<file path="src/rtl/rv_iommu_ddtp_quiesce_ctrl.sv">
// DDTP quiesce sequencer: blocks new walks, drains in-flight walks, flushes the IOATC, then pulses idle.
// Stall-to-idle is 3 cycles minimum; req_ready_o is the only combinational output.
module rv_iommu_ddtp_quiesce_ctrl #(
   parameter int unsigned MAX_OUTSTANDING = 8,
   parameter int unsigned CW              = $clog2(MAX_OUTSTANDING + 1)
) (
   input  logic          clk,
   input  logic          rst_n,
   input  logic          stall_req_i,
   output logic          pgwk_idle_o,
   input  logic          req_valid_i,
   output logic          req_ready_o,
   input  logic          walk_done_i,
   output logic          flush_req_o,
   input  logic          flush_ack_i,
   output logic [CW-1:0] outstanding_o,
   output logic          quiesce_busy_o,
   output logic          err_o
);

   typedef enum logic [2:0] {
      S_IDLE,
      S_DRAIN,
      S_FLUSH,
      S_COMMIT,
      S_WAIT_CLR
   } state_t;

   localparam logic [CW-1:0] MAX_CNT = CW'(MAX_OUTSTANDING);
   localparam logic [CW-1:0] ONE     = CW'(1);

   state_t        state;
   state_t        state_nxt;
   logic [CW-1:0] cnt;
   logic [CW-1:0] cnt_nxt;
   logic          err;
   logic          err_nxt;
   logic          accept;

   always_ff @(posedge clk or negedge rst_n) begin
      if (!rst_n) begin
         state <= S_IDLE;
         cnt   <= '0;
         err   <= 1'b0;
      end else begin
         state <= state_nxt;
         cnt   <= cnt_nxt;
         err   <= err_nxt;
      end
   end

   // Once DRAIN is entered the sequence runs to COMMIT regardless of stall_req_i.
   always_comb begin
      state_nxt = state;
      case (state)
         S_IDLE:     if (stall_req_i) state_nxt = S_DRAIN;
         S_DRAIN:    if (cnt == '0) state_nxt = S_FLUSH;
         S_FLUSH:    if (flush_ack_i) state_nxt = S_COMMIT;
         S_COMMIT:   state_nxt = S_WAIT_CLR;
         S_WAIT_CLR: if (!stall_req_i) state_nxt = S_IDLE;
         default:    state_nxt = S_IDLE;
      endcase
   end

   assign req_ready_o = (state == S_IDLE) && !stall_req_i && (cnt < MAX_CNT);
   assign accept      = req_valid_i && req_ready_o;

   // A completion with nothing outstanding is an underflow: hold at zero and latch the error.
   always_comb begin
      cnt_nxt = cnt;
      err_nxt = err;
      if (accept && !walk_done_i) begin
         cnt_nxt = cnt + ONE;
      end else if (!accept && walk_done_i) begin
         if (cnt == '0) begin
            err_nxt = 1'b1;
         end else begin
            cnt_nxt = cnt - ONE;
         end
      end
   end

   assign flush_req_o    = (state == S_FLUSH);
   assign pgwk_idle_o    = (state == S_COMMIT);
   assign quiesce_busy_o = (state != S_IDLE);
   assign outstanding_o  = cnt;
   assign err_o          = err;

endmodule
</file>
<file path="config.mk">
export PLATFORM = sky130hd
export DESIGN_NAME = rv_iommu_ddtp_quiesce_ctrl
export DESIGN_NICKNAME = d
export VERILOG_FILES = /design/src/rtl/rv_iommu_ddtp_quiesce_ctrl.sv
export SDC_FILE = /design/constraint.sdc
export NUM_CORES = 1
export LEC_CHECK = 0
export BUFFER_PORTS_ARGS = -buffer_cell sky130_fd_sc_hd__buf_2
export CAP_MARGIN = 20
export CORE_AREA = 2 2 39 41
export CTS_CLUSTER_SIZE = 40
export DETAILED_ROUTE_END_ITERATION = 8
export DIE_AREA = 0 0 41 43
export PLACE_DENSITY = 0.67
export SETUP_SLACK_MARGIN = 0.2
export SLEW_MARGIN = 0
export SYNTH_ARGS = -nofsm -noshare
export SYNTH_HDL_FRONTEND = slang
export SYNTH_SLANG_ARGS = --single-unit
</file>
<file path="constraint.sdc">
create_clock -name clk -period 6.5 [get_ports clk]
set_input_delay 0.65 -clock clk [delete_from_list [all_inputs] [get_ports clk]]
set_output_delay 0.65 -clock clk [all_outputs]
set_load 0.1 [all_outputs]
</file>
# Yosys cells after proc, flatten, opt, wreduce, memory -nomap -nowiden
# Index checks and enable logic that the tools add are counted.
dict set report totals {
  register_bits 8
  latchBits 0
  ramBits 0
  romBits 0
  in_bits 6
  out_inout_bits 9
  wordCells 39
  n_memories 0
}
dict set report op_classes {
  n_addsub 2
  n_mul 0
  div_mod_pow 0
  n_lt_le_gt_ge 1
  eq_ne 9
  n_shift 0
  n_mux 8
  bitwise 1
  reduce_logical 15
}
# cell n
set ops {}
lappend ops {{$pmux 3 s5} 1}
lappend ops {{$mux 3} 4}
lappend ops {{$mux 4} 3}
lappend ops {{$ne 2x2->1 const B} 4}
lappend ops {{$eq 3x2->1 const B} 2}
lappend ops {{$logic_and 1x1->1} 5}
lappend ops {{$add 4x1->4 const B} 1}
lappend ops {{$logic_not 4->1} 1}
lappend ops {{$lt 4x4->1 const B} 1}
lappend ops {{$reduce_and 4->1} 1}
lappend ops {{$sub 4x1->4 const B} 1}
lappend ops {{$eq 3x1->1 const B} 1}
lappend ops {{$eq 3x3->1 const B} 1}
lappend ops {{$logic_not 1->1} 3}
lappend ops {{$logic_not 3->1} 1}
lappend ops {{$reduce_and 3->1} 1}
lappend ops {{$reduce_bool 3->1} 1}
lappend ops {{$ne 2x1->1 const B} 1}
lappend ops {{$reduce_and 2->1} 1}
lappend ops {{$reduce_bool 2->1} 1}
lappend ops {{$not 1->1} 1}

# Logic depth before layout (Yosys ltp)
dict set report depth {
  ltp_word 8
  ltp_mapped 11
  ltp_nobuf 11
}

# Worst setup path after synthesis
# OpenSTA, ideal clock, no wires.
dict set report synth_timing {
  path_kind {register to register}
  from {reg state[2]}
  to {reg cnt[3] (netlist: outstanding_o[3])}
  setup_time_ns 0.162
  arrival_ns 3.924
  required_time_ns 6.338
  setup_slack_ns 2.414
  path_stages_with_launch 12
  n_path_buf 0
  period_less_slack_ns 4.086
  cell_sequence {dfrtp_1 -> or3_1 -> nor3_2 -> nand2_1 -> inv_1 -> ha_1 -> inv_1 -> ha_1 -> nand3_1 -> a211oi_1 -> a31oi_1 -> xnor2_1}
}
dict set report synth_between {
  elab_chain_cells 8
  word_cells_on_any_way 11
  cone_classes {eq/ne (1); mux (1); reduce/logical (9)}
}
# element line_no
set synth_lines {}
lappend synth_lines {{start, declared} 32} ;# state_t state;
lappend synth_lines {{start signal, assigned} 46} ;# state <= state_nxt;
lappend synth_lines {{$logic_not 3->1 *} 65} ;# assign req_ready_o = (state == S_IDLE) && !stall_req_i && (cnt < MAX_CNT);
lappend synth_lines {{$logic_and 1x1->1 * (2 in a row)} 65}
lappend synth_lines {{net req_ready_o} 12} ;# output logic req_ready_o,
lappend synth_lines {{$logic_and 1x1->1 *} 66} ;# assign accept = req_valid_i && req_ready_o;
lappend synth_lines {{$logic_not 1->1} 74} ;# end else if (!accept && walk_done_i) begin
lappend synth_lines {{$logic_and 1x1->1} 74}
lappend synth_lines {{$reduce_bool 2->1 (no line)} --}
lappend synth_lines {{$reduce_and 2->1 (no line)} --}
lappend synth_lines {{end signal, assigned} 47} ;# cnt <= cnt_nxt;
lappend synth_lines {{end, declared} 34} ;# logic [CW-1:0] cnt;
# The timed path passes the listed nets; every way through them passes the cells marked *.
# A chain may end at the register's enable or synchronous reset.

# Worst setup path in the final report
dict set report layout_timing {
  from {reg state[2]}
  to {reg cnt[3] (netlist: outstanding_o[3])}
}
dict set report layout_between {
  elab_chain_cells 8
  word_cells_on_any_way 11
  cone_classes {eq/ne (1); mux (1); reduce/logical (9)}
}
# element line_no
set layout_lines {}
lappend layout_lines {{$logic_not 3->1 *} 65}
lappend layout_lines {{$logic_and 1x1->1 * (2 in a row)} 65}
lappend layout_lines {{$logic_and 1x1->1 *} 66}
lappend layout_lines {{$logic_not 1->1} 74}
lappend layout_lines {{$logic_and 1x1->1} 74}
lappend layout_lines {{$reduce_bool 2->1 (no line)} --}
lappend layout_lines {{$reduce_and 2->1 (no line)} --}
# Every way passes the cells marked *; elsewhere a longest branch is shown, timed or not.

==> impl_metrics.ini <==
[clock_tree]
clk_pin_slew_worst_paths_ps = 60
tritoncts.num_buffers = 3
clock_tree.root_cell = clkbuf_4
post_cts_resize_count = 0
insertion_delay_ps = 250
postCtsSetupBuffers = 0
holdBufCountCts = 0
tritoncts = yes
clockBufferDepth = 2
cts_max_level = 1
clkSinkCount = 8

[detailed_routing]
detail_route.iter0.violations = 6
detailroute.wirelength.met3_um = 58
drc = 0
postRouteAntennaNets = 0
detail_route.wirelength_um = 883
routed_wire_length_per_instance_um = 10.9
met2WireLength_um = 459
drt_pass1_iterations = 3
avgViaCountPerCell = 4.88
highest-signal-layer = met3
routed-via-count = 395
wl_met1_um = 364

[sta]
final_min_period_over_clock_period_pct = 37.0
clock-skew-final_ps = 6.92
grt_setup_unrepaired = no
timing_worst_slew_pin_value_ps = 485
setup-tns-final_ps = 0
report.final.setup_viol = 0
timing.final.hold_violations = 0
timing.fmax_mhz = 416
fin_worst_hold_slack_ps = 222
slew_headroom_pct = 67.9
final_max_slew_viol_count = 0
finalWorstPathRequiredPeriod_ps = 2410

[synth]
post_synth_instance_area_um2 = 483
postSynthNetCount = 59
sequential_fraction_of_the_synthesis_area_pct = 41.5
top_cells_by_count_synth = 8 x dfrtp_1, 5 x inv_1, 5 x nor2_1
synth-warning-count = 0
count_leader_synth = dfrtp_1
synth_area_per_cell_um2 = 10.1
synthCells = 48
yosys.area.top_type = dfrtp_1
synth.top_cell.area_share_pct = 41.5
asyncSetResetFlopFracSynth_pct = 100
synth.lib_cells_used.distinct = 22
synth-edff-count = 0
synth.top_cells.by_area = dfrtp_1 41%, ha_1 10%, nor4_4 4.4%
ys_ff_latch = 8
primary_ff_master_synth = dfrtp_1

[worst_setup_path]
timing.critical_path.arrival_ps = 2590
crit_path_end_kind = flip-flop
critPathMaxFanout = 6
critical_path.startpoint_type = flip-flop
critPathRequiredTime_ps = 6680
timing.setup.critical_path_class = reg2reg

[die]
pin_count = 15
num_rows = 14
initial_core_util_pct = 34.9
die_w_um = 41
floorplan.die_area_mm2 = 0.00176
die_h_um = 43
floorplan.core_area_mm2 = 0.00138

[global_routing]
grt-ovfl-total = 0
grt_pass1_vias = 387
global_route.usage.total_pct = 12.8
global_route_wire_length_before_repair_um = 1500
grt_start_max_net_pins = 9
grt_antenna_before_repair = 0

[cells_and_area]
final_nets = 78
drive_above_1_share_pct = 30.8
syn2layout_area_growth_pct = 23.3
num-fill-cells = 136
insertedDiodeCount = 0

[job]
cap_violations = 0

[place]
io_buffer_count = 14
rd_place_congestion = 0.676
detailed_place_hpwl_um = 756

[run_status]
run_status = complete, no violations

[hold_path]
hold_path_class = in2async
==> routing by layer <==
metal	GRT usage, %	up-vias
met5	0	-
met1	14.9	184
met4	4.00	0
met2	20.0	10
met3	6.28	0
li1	-	201
==> state kept, by name, indices dropped and copies added, names as in the netlist <==
signal and flops:
err_o 1, outstanding_o 4, state 3
==> worst max-delay path: stages, from the launching register on <==
cell and delay [ps]:
dfrtp_1 420, or3_1 410, nor3_2 140, nand2_1 100
inv_1 70, ha_1 160, inv_1 100, ha_1 340
a21oi_1 200, a211oi_1 90, a31oi_1 180, xnor2_1 130
==> logic make-up (layout without fill, tap and decap cells) <==
group / Yosys count / in the layout / synth area share, %
DFF: 8 / 8 / 41.5
AOI/OAI and AO/OA: 9 / 9 / 11.9
and+or+nand+nor: 17 / 17 / 20.7
xor gates and xnor gates: 3 / 3 / 5.44
buffers and inverters: 5 / 22 / 3.89
adders and majority gates: 5 / 5 / 14.5
muxes: 1 / 1 / 2.07
==> worst paths after layout <==
path                       slack, ps                            to                 start  cells past startpoint
setup / recovery                4090  outstanding_o[3]$_DFFE_PN0P_  state[2]$_DFFE_PN0P_                     11
hold / removal                   220             err_o$_DFFE_PN0P_                 rst_n                      1
setup reg to reg                4090  outstanding_o[3]$_DFFE_PN0P_  state[2]$_DFFE_PN0P_                     11
hold reg to reg                  450             err_o$_DFFE_PN0P_     err_o$_DFFE_PN0P_                      1
max in group asynchronous       6110          state[2]$_DFFE_PN0P_                 rst_n                      1
min in group clk                 450             err_o$_DFFE_PN0P_     err_o$_DFFE_PN0P_                      1
==> stage by stage <==
stage | area, µm² | std cells | util (%) | setup slack (ps)
6_report | 596 | 81 | 43.0 | 4090
5_1_grt | 596 | 81 | 43.0 | 3810
4_1_cts | 596 | 81 | 43.0 | 4070
3_5_place_dp | 573 | 78 | 41.4 | 4070
3_3_place_gp | 573 | 78 | 41.4 | 4130
2_1_floorplan | 483 | 48 | - | 2410
==> cells in the final DEF, fill, tap and decap left out <==
| master | Yosys | routed |
|---|---|---|
| buf_2 | 0 | 14 |
| dfrtp_1 | 8 | 8 |
| inv_1 | 5 | 5 |
| nor2_1 | 5 | 5 |
| nand2_1 | 4 | 4 |
| a21oi_1 | 4 | 4 |
| ha_1 | 4 | 4 |
| clkbuf_4 | 0 | 3 |
| nor3_1 | 2 | 2 |
| xnor2_1 | 2 | 2 |
| nor3b_1 | 1 | 1 |
| or3_1 | 1 | 1 |
| nor3_2 | 1 | 1 |
| nor4_4 | 1 | 1 |
| a21o_1 | 1 | 1 |
| mux2i_1 | 1 | 1 |
| a22oi_1 | 1 | 1 |
| xor2_1 | 1 | 1 |
| nor2b_1 | 1 | 1 |
| a31o_2 | 1 | 1 |
| nand3_1 | 1 | 1 |
| a211oi_1 | 1 | 1 |
| a31oi_1 | 1 | 1 |
| fa_1 | 1 | 1 |
==> cell type report <==
type                       instances  area [µm²]  area share, %
inverter                           5        18.8           3.15
timing repair buffer              14        70.1           11.8
sequential                         8         200           33.6
clock buffer                       3        22.5           3.78
multi-input combinational         35         264           44.3
tap                               16        20.0           3.36
Power is left out: the tool's default activity adds up to more than one toggle a clock period on the data nets, which glitch-free logic cannot reach.
